### config.mk
export PLATFORM = sky130hd
export DESIGN_NAME = mouse_packet
export DESIGN_NICKNAME = d
export VERILOG_FILES = /design/src/rtl/mouse_pkg.sv /design/src/rtl/mouse_byte_timer.sv /design/src/rtl/mouse_packet.sv
export SDC_FILE = /design/constraint.sdc
export NUM_CORES = 1
export LEC_CHECK = 0
export CAP_MARGIN = 40
export CORE_MARGIN = 8
export CORE_UTILIZATION = 55
export CTS_CLUSTER_SIZE = 28
export DETAILED_ROUTE_END_ITERATION = 6
export PLACE_DENSITY = 0.85
export SYNTH_ARGS = -nofsm -noshare
export SYNTH_HDL_FRONTEND = slang
export SYNTH_SLANG_ARGS = --single-unit
### constraint.sdc
create_clock -name clk -period 5.83 [get_ports clk]
set_clock_uncertainty 0.2 [all_clocks]
set_input_delay 1.749 -clock clk [delete_from_list [all_inputs] [get_ports clk]]
set_output_delay 1.749 -clock clk [all_outputs]
set_load 0.03 [all_outputs]
### src/rtl/mouse_pkg.sv
// Shared definitions for the PS/2 mouse packet assembler.
//   state_e : assembler FSM states
//   hdr_t   : fields kept from packet byte 1 (signs and buttons)
//   CMD_STREAM_EN / ACK_BYTE : init command byte and the mouse's acknowledge
//   SYNC_BIT : bit of byte 1 that is always 1 in a well-aligned packet
package mouse_pkg;

   typedef enum logic [2:0] {
      INIT_WR  = 3'd0,
      INIT_TX  = 3'd1,
      INIT_ACK = 3'd2,
      PACK1    = 3'd3,
      PACK2    = 3'd4,
      PACK3    = 3'd5,
      DONE     = 3'd6
   } state_e;

   localparam logic [7:0] CMD_STREAM_EN = 8'hF4;
   localparam logic [7:0] ACK_BYTE      = 8'hFA;
   localparam int unsigned SYNC_BIT     = 3;

   typedef struct packed {
      logic       y_sign;
      logic       x_sign;
      logic [2:0] btn;
   } hdr_t;

endpackage

### src/rtl/mouse_byte_timer.sv
// Inter-byte idle counter for the mouse packet assembler.
//   clk, reset : clock, async active-high reset
//   clear      : force the count to 0 (byte received or not inside a packet)
//   enable     : count this cycle as idle
//   expired    : count has reached TIMEOUT_CYCLES
module mouse_byte_timer #(
   parameter int unsigned TIMEOUT_CYCLES = 2_500_000
) (
   input  logic clk,
   input  logic reset,
   input  logic clear,
   input  logic enable,
   output logic expired
);

   localparam int unsigned CNT_W = $clog2(TIMEOUT_CYCLES + 1);
   localparam logic [CNT_W-1:0] CNT_MAX = CNT_W'(TIMEOUT_CYCLES);

   logic [CNT_W-1:0] count;

   // Saturates at the limit so it never wraps while the FSM reacts.
   always_ff @(posedge clk or posedge reset) begin
      if (reset)
         count <= '0;
      else if (clear)
         count <= '0;
      else if (enable && (count != CNT_MAX))
         count <= count + CNT_W'(1);
   end

   assign expired = (count == CNT_MAX);

endmodule

### src/rtl/mouse_packet.sv
// PS/2 mouse packet assembler: enables streaming mode after reset, then
// turns each 3-byte mouse packet into signed 9-bit X/Y and 3 button bits.
//   clk, reset             : clock, async active-high reset
//   rx_data, rx_done_tick  : received byte and its one-cycle strobe
//   tx_done_tick           : command byte has been sent
//   wr_ps2, tx_data        : one-cycle send request, command byte (F4)
//   xm, ym, btnm           : last decoded movement and buttons {M,R,L}
//   m_done_tick            : pulse, xm/ym/btnm just updated
//   init_done              : mouse acknowledged the streaming command
//   sync_err_tick          : pulse, a byte or partial packet was dropped
module mouse_packet
   import mouse_pkg::*;
#(
   parameter int unsigned TIMEOUT_CYCLES = 2_500_000
) (
   input  logic       clk,
   input  logic       reset,
   input  logic [7:0] rx_data,
   input  logic       rx_done_tick,
   input  logic       tx_done_tick,
   output logic       wr_ps2,
   output logic [7:0] tx_data,
   output logic [8:0] xm,
   output logic [8:0] ym,
   output logic [2:0] btnm,
   output logic       m_done_tick,
   output logic       init_done,
   output logic       sync_err_tick
);

   state_e     state_q, state_d;
   hdr_t       hdr_q, hdr_d;
   logic [7:0] b2_q, b2_d;
   logic [8:0] xm_d, ym_d;
   logic [2:0] btnm_d;
   logic       wr_d, m_done_d, init_d, sync_d;
   logic       in_pkt, expired;

   assign tx_data = CMD_STREAM_EN;

   // Idle timer only runs between bytes of a started packet.
   assign in_pkt = (state_q == PACK2) || (state_q == PACK3);

   mouse_byte_timer #(
      .TIMEOUT_CYCLES(TIMEOUT_CYCLES)
   ) u_timer (
      .clk    (clk),
      .reset  (reset),
      .clear  (!in_pkt || rx_done_tick),
      .enable (in_pkt && !rx_done_tick),
      .expired(expired)
   );

   // Next state and next registered outputs. Outputs are loaded on the edge
   // that enters DONE so they are valid during the DONE cycle itself.
   always_comb begin
      state_d  = state_q;
      hdr_d    = hdr_q;
      b2_d     = b2_q;
      xm_d     = xm;
      ym_d     = ym;
      btnm_d   = btnm;
      wr_d     = 1'b0;
      m_done_d = 1'b0;
      init_d   = init_done;
      sync_d   = 1'b0;
      unique case (state_q)
         INIT_WR: begin
            wr_d    = 1'b1;
            state_d = INIT_TX;
         end
         INIT_TX: begin
            if (tx_done_tick)
               state_d = INIT_ACK;
         end
         INIT_ACK: begin
            if (rx_done_tick && (rx_data == ACK_BYTE)) begin
               init_d  = 1'b1;
               state_d = PACK1;
            end
         end
         PACK1, DONE: begin
            state_d = PACK1;
            if (rx_done_tick) begin
               if (!rx_data[SYNC_BIT]) begin
                  sync_d = 1'b1;
               end else begin
                  hdr_d   = '{y_sign: rx_data[5], x_sign: rx_data[4], btn: rx_data[2:0]};
                  state_d = PACK2;
               end
            end
         end
         PACK2: begin
            if (rx_done_tick) begin
               b2_d    = rx_data;
               state_d = PACK3;
            end else if (expired) begin
               sync_d  = 1'b1;
               state_d = PACK1;
            end
         end
         PACK3: begin
            if (rx_done_tick) begin
               xm_d     = {hdr_q.x_sign, b2_q};
               ym_d     = {hdr_q.y_sign, rx_data};
               btnm_d   = hdr_q.btn;
               m_done_d = 1'b1;
               state_d  = DONE;
            end else if (expired) begin
               sync_d  = 1'b1;
               state_d = PACK1;
            end
         end
         default: state_d = INIT_WR;
      endcase
   end

   always_ff @(posedge clk or posedge reset) begin
      if (reset) begin
         state_q       <= INIT_WR;
         hdr_q         <= '0;
         b2_q          <= '0;
         xm            <= '0;
         ym            <= '0;
         btnm          <= '0;
         wr_ps2        <= 1'b0;
         m_done_tick   <= 1'b0;
         init_done     <= 1'b0;
         sync_err_tick <= 1'b0;
      end else begin
         state_q       <= state_d;
         hdr_q         <= hdr_d;
         b2_q          <= b2_d;
         xm            <= xm_d;
         ym            <= ym_d;
         btnm          <= btnm_d;
         wr_ps2        <= wr_d;
         m_done_tick   <= m_done_d;
         init_done     <= init_d;
         sync_err_tick <= sync_d;
      end
   end

endmodule

==> summary.txt <==
Syn Inst Count - 291
post-DP HPWL - 4390 um
Seq cells post-synth - 63
Post-Place Cells - 385
most frequent cells after synthesis - nand2_1, dfrtp_1, nor2_1
routability cong. - 0.842
placed inst area - 3310 sq um
area of the mapped netlist - 2940 sq um
status - finished, final reports clean
number of global-route vias before repair - 2205
register area share after synthesis - 53.7%
Max Root-Sink Buffers - 2
Final Util - 68.7%
fin nets - 340
Async S/R FF share, synth - 100%
Resize count post-CTS - 0
largest net degree at the start of global routing - 53
Area Overhead vs Synth - 20.3%
Final min period - 3.91 ns
Hold Buf Count CTS - 0
final hold violation count - 0
H-tree depth - 3
fin area - 3530 sq um
core area - 5140 sq um
count leader, synth - nand2_1
reg2reg path depth - 5
Tcrit/Tclk final - 67.1%
first-pass GRT wire length - 10600 um
routed wire length - 6210 um
Row Count - 26
Post-CTS Setup Bufs - 0
Power Density - 451 nW/um^2
I/O pin cnt - 45
clock-pin slew on the worst setup and hold paths - 0.07 ns
WP data required - 5.91 ns
hold crit path type - reg -> reg
DIE WIDTH - 89.1 um
Die Span Y - 89.1 um
TritonCTS clock tree - yes
Critical Path AT - 3.99 ns
maximum clock frequency - 255 MHz
Die Area - 7930 sq um
Mean Syn Cell Area - 10.1 sq um
number of I/O port buffers - 36
Slew Viols, Final - 0
initial antenna violation count - 0
CTS root buf - clkbuf_8
Post-Layout Cell Count - 401
RSZ-0062 raised after global routing - false
post-synth top area cell - dfrtp_1
CP Launch Type - input port
via count - 2177
DR iter-0 viols - 97
slowest cell on the critical path - inv_1
post-synth top area share - 53.7%
DRC violation count after routing - 0
Leakage - 0.00158 uW
hold path cells - 2
number of library cell types mapped by synthesis - 44
mean number of vias per cell - 5.43
maximum fanout along the worst path - 22
slew at the pin with the worst max-slew slack - 0.732 ns
slowest cell delay on critical path - 0.70 ns
drt pass-1 iters - 4
Yosys warning count - 0
synth top area cells - dfrtp_1, nand2_1, mux2_2
TritonCTS buffer count - 9
initial core utilization - 57.1%
VDD IR max - 0.331 mV
Clk Latency, worst-skew pair - 0.34 ns
layout cell share with drive strength beyond 1 - 11.8%
number of max-cap violations - 0
crit path kind - in -> reg
Rel. slew slack - 51.1%
crit-path most repeated cell - nand2_1
Overall Power - 1590 uW
routed len/inst - 15.5 um
# setup viols final - 0
crit path cell chain - clkdlybuf4s50_1 > and2_1 > nand2_1 > inv_1 > nand2_1 > nand2_1
Post-synth EDFFs - 0
Ant. Diodes - 0
setup tns final - 0 ns
top_reg_cell synth - dfrtp_1
final antenna-violating net count - 0
CTS Sinks - 63
Worst setup EP type - register
gr usage total - 17.4%
total grt overflow - 0
==> final timing paths <==
kind / start / end / slack, ns
setup / recovery: rx_done_tick / ym[8] / 1.92
hold / removal: b2_q[4] / xm[4] / 0.27
setup reg to reg: state_q[0] / ym[8] / 3.38
hold reg to reg: b2_q[4] / xm[4] / 0.27
max in group asynchronous: reset / u_timer.count[9] / 3.09
min in group asynchronous: reset / u_timer.count[12] / 1.44
==> kinds of logic after synthesis <==
logic type	after synthesis	synth area share, %
AOI/OAI and AO/OA	16	4.01
muxes	14	5.33
and+or+nand+nor	147	25.1
adders and majority gates	2	0.852
buffers and inverters	26	4.52
other	2	0.256
xor gates and xnor gates	21	6.27
DFF	63	53.7
==> registers in the layout, indices dropped and copies added, names as in the netlist <==
register,flops
b2_q,8
btnm,3
hdr_q,5
init_done,1
m_done_tick,1
state_q,3
sync_err_tick,1
u_timer.count,22
wr_ps2,1
xm,9
ym,9
==> report_power, final <==
part	internal, uW	switching [uW]	total, uW
sequential	558	99.7	658
clock	264	164	428
combinational	225	284	509
==> area by class of cell <==
type	count	area [sq um]
sequential	63	1580
fill	415	1610
clock buffer	13	159
multi-input combinational	208	1250
clock inverter	3	65.1
tap	70	87.6
inverter	7	26.3
timing repair buffer	37	368
==> through the flow <==
stage,setup WS [ns],hold WS (ns)
floorplan,2.31,0.233
global placement,1.63,0.242
detailed placement,1.53,0.262
CTS,1.89,0.277
global route,1.69,0.288
finish,1.92,0.273
==> cell usage in the layout, fill, tap and decap left out, drive strengths merged, types with 2 or more instances in the layout <==
| master | n |
|---|---|
| a21oi | 3 |
| and3 | 2 |
| dfrtp | 63 |
| xnor2 | 6 |
| and2 | 2 |
| nand4b | 2 |
| a32o | 2 |
| nor4b | 3 |
| nand2 | 75 |
| o31ai | 2 |
| inv | 7 |
| xor2 | 15 |
| nand3 | 8 |
| nor3 | 6 |
| nor2b | 3 |
| mux2 | 13 |
| nand4 | 11 |
| clkbuf | 13 |
| clkdlybuf4s50 | 36 |
| conb | 8 |
| o21ai | 3 |
| nor2 | 26 |
| ha | 2 |
| bufinv | 2 |
| nand3b | 4 |
| nor4 | 3 |
==> per-layer routing <==
| metal | part of all wire, % | global-route usage, % | up-vias |
|---|---|---|---|
| met3 | 5.6 | 5.61 | 12 |
| li1 | - | - | 1023 |
| met5 | 0 | 0 | - |
| met2 | 50 | 28.0 | 57 |
| met4 | 1.7 | 7.25 | 0 |
| met1 | 42 | 21.2 | 1085 |
==> critical path: cells and delay by family <==
kind / cells / cell delay (ns)
buffers and inverters: 2 / 1.36
and+or+nand+nor: 4 / 0.87
(Power assumes the default switching activity.)
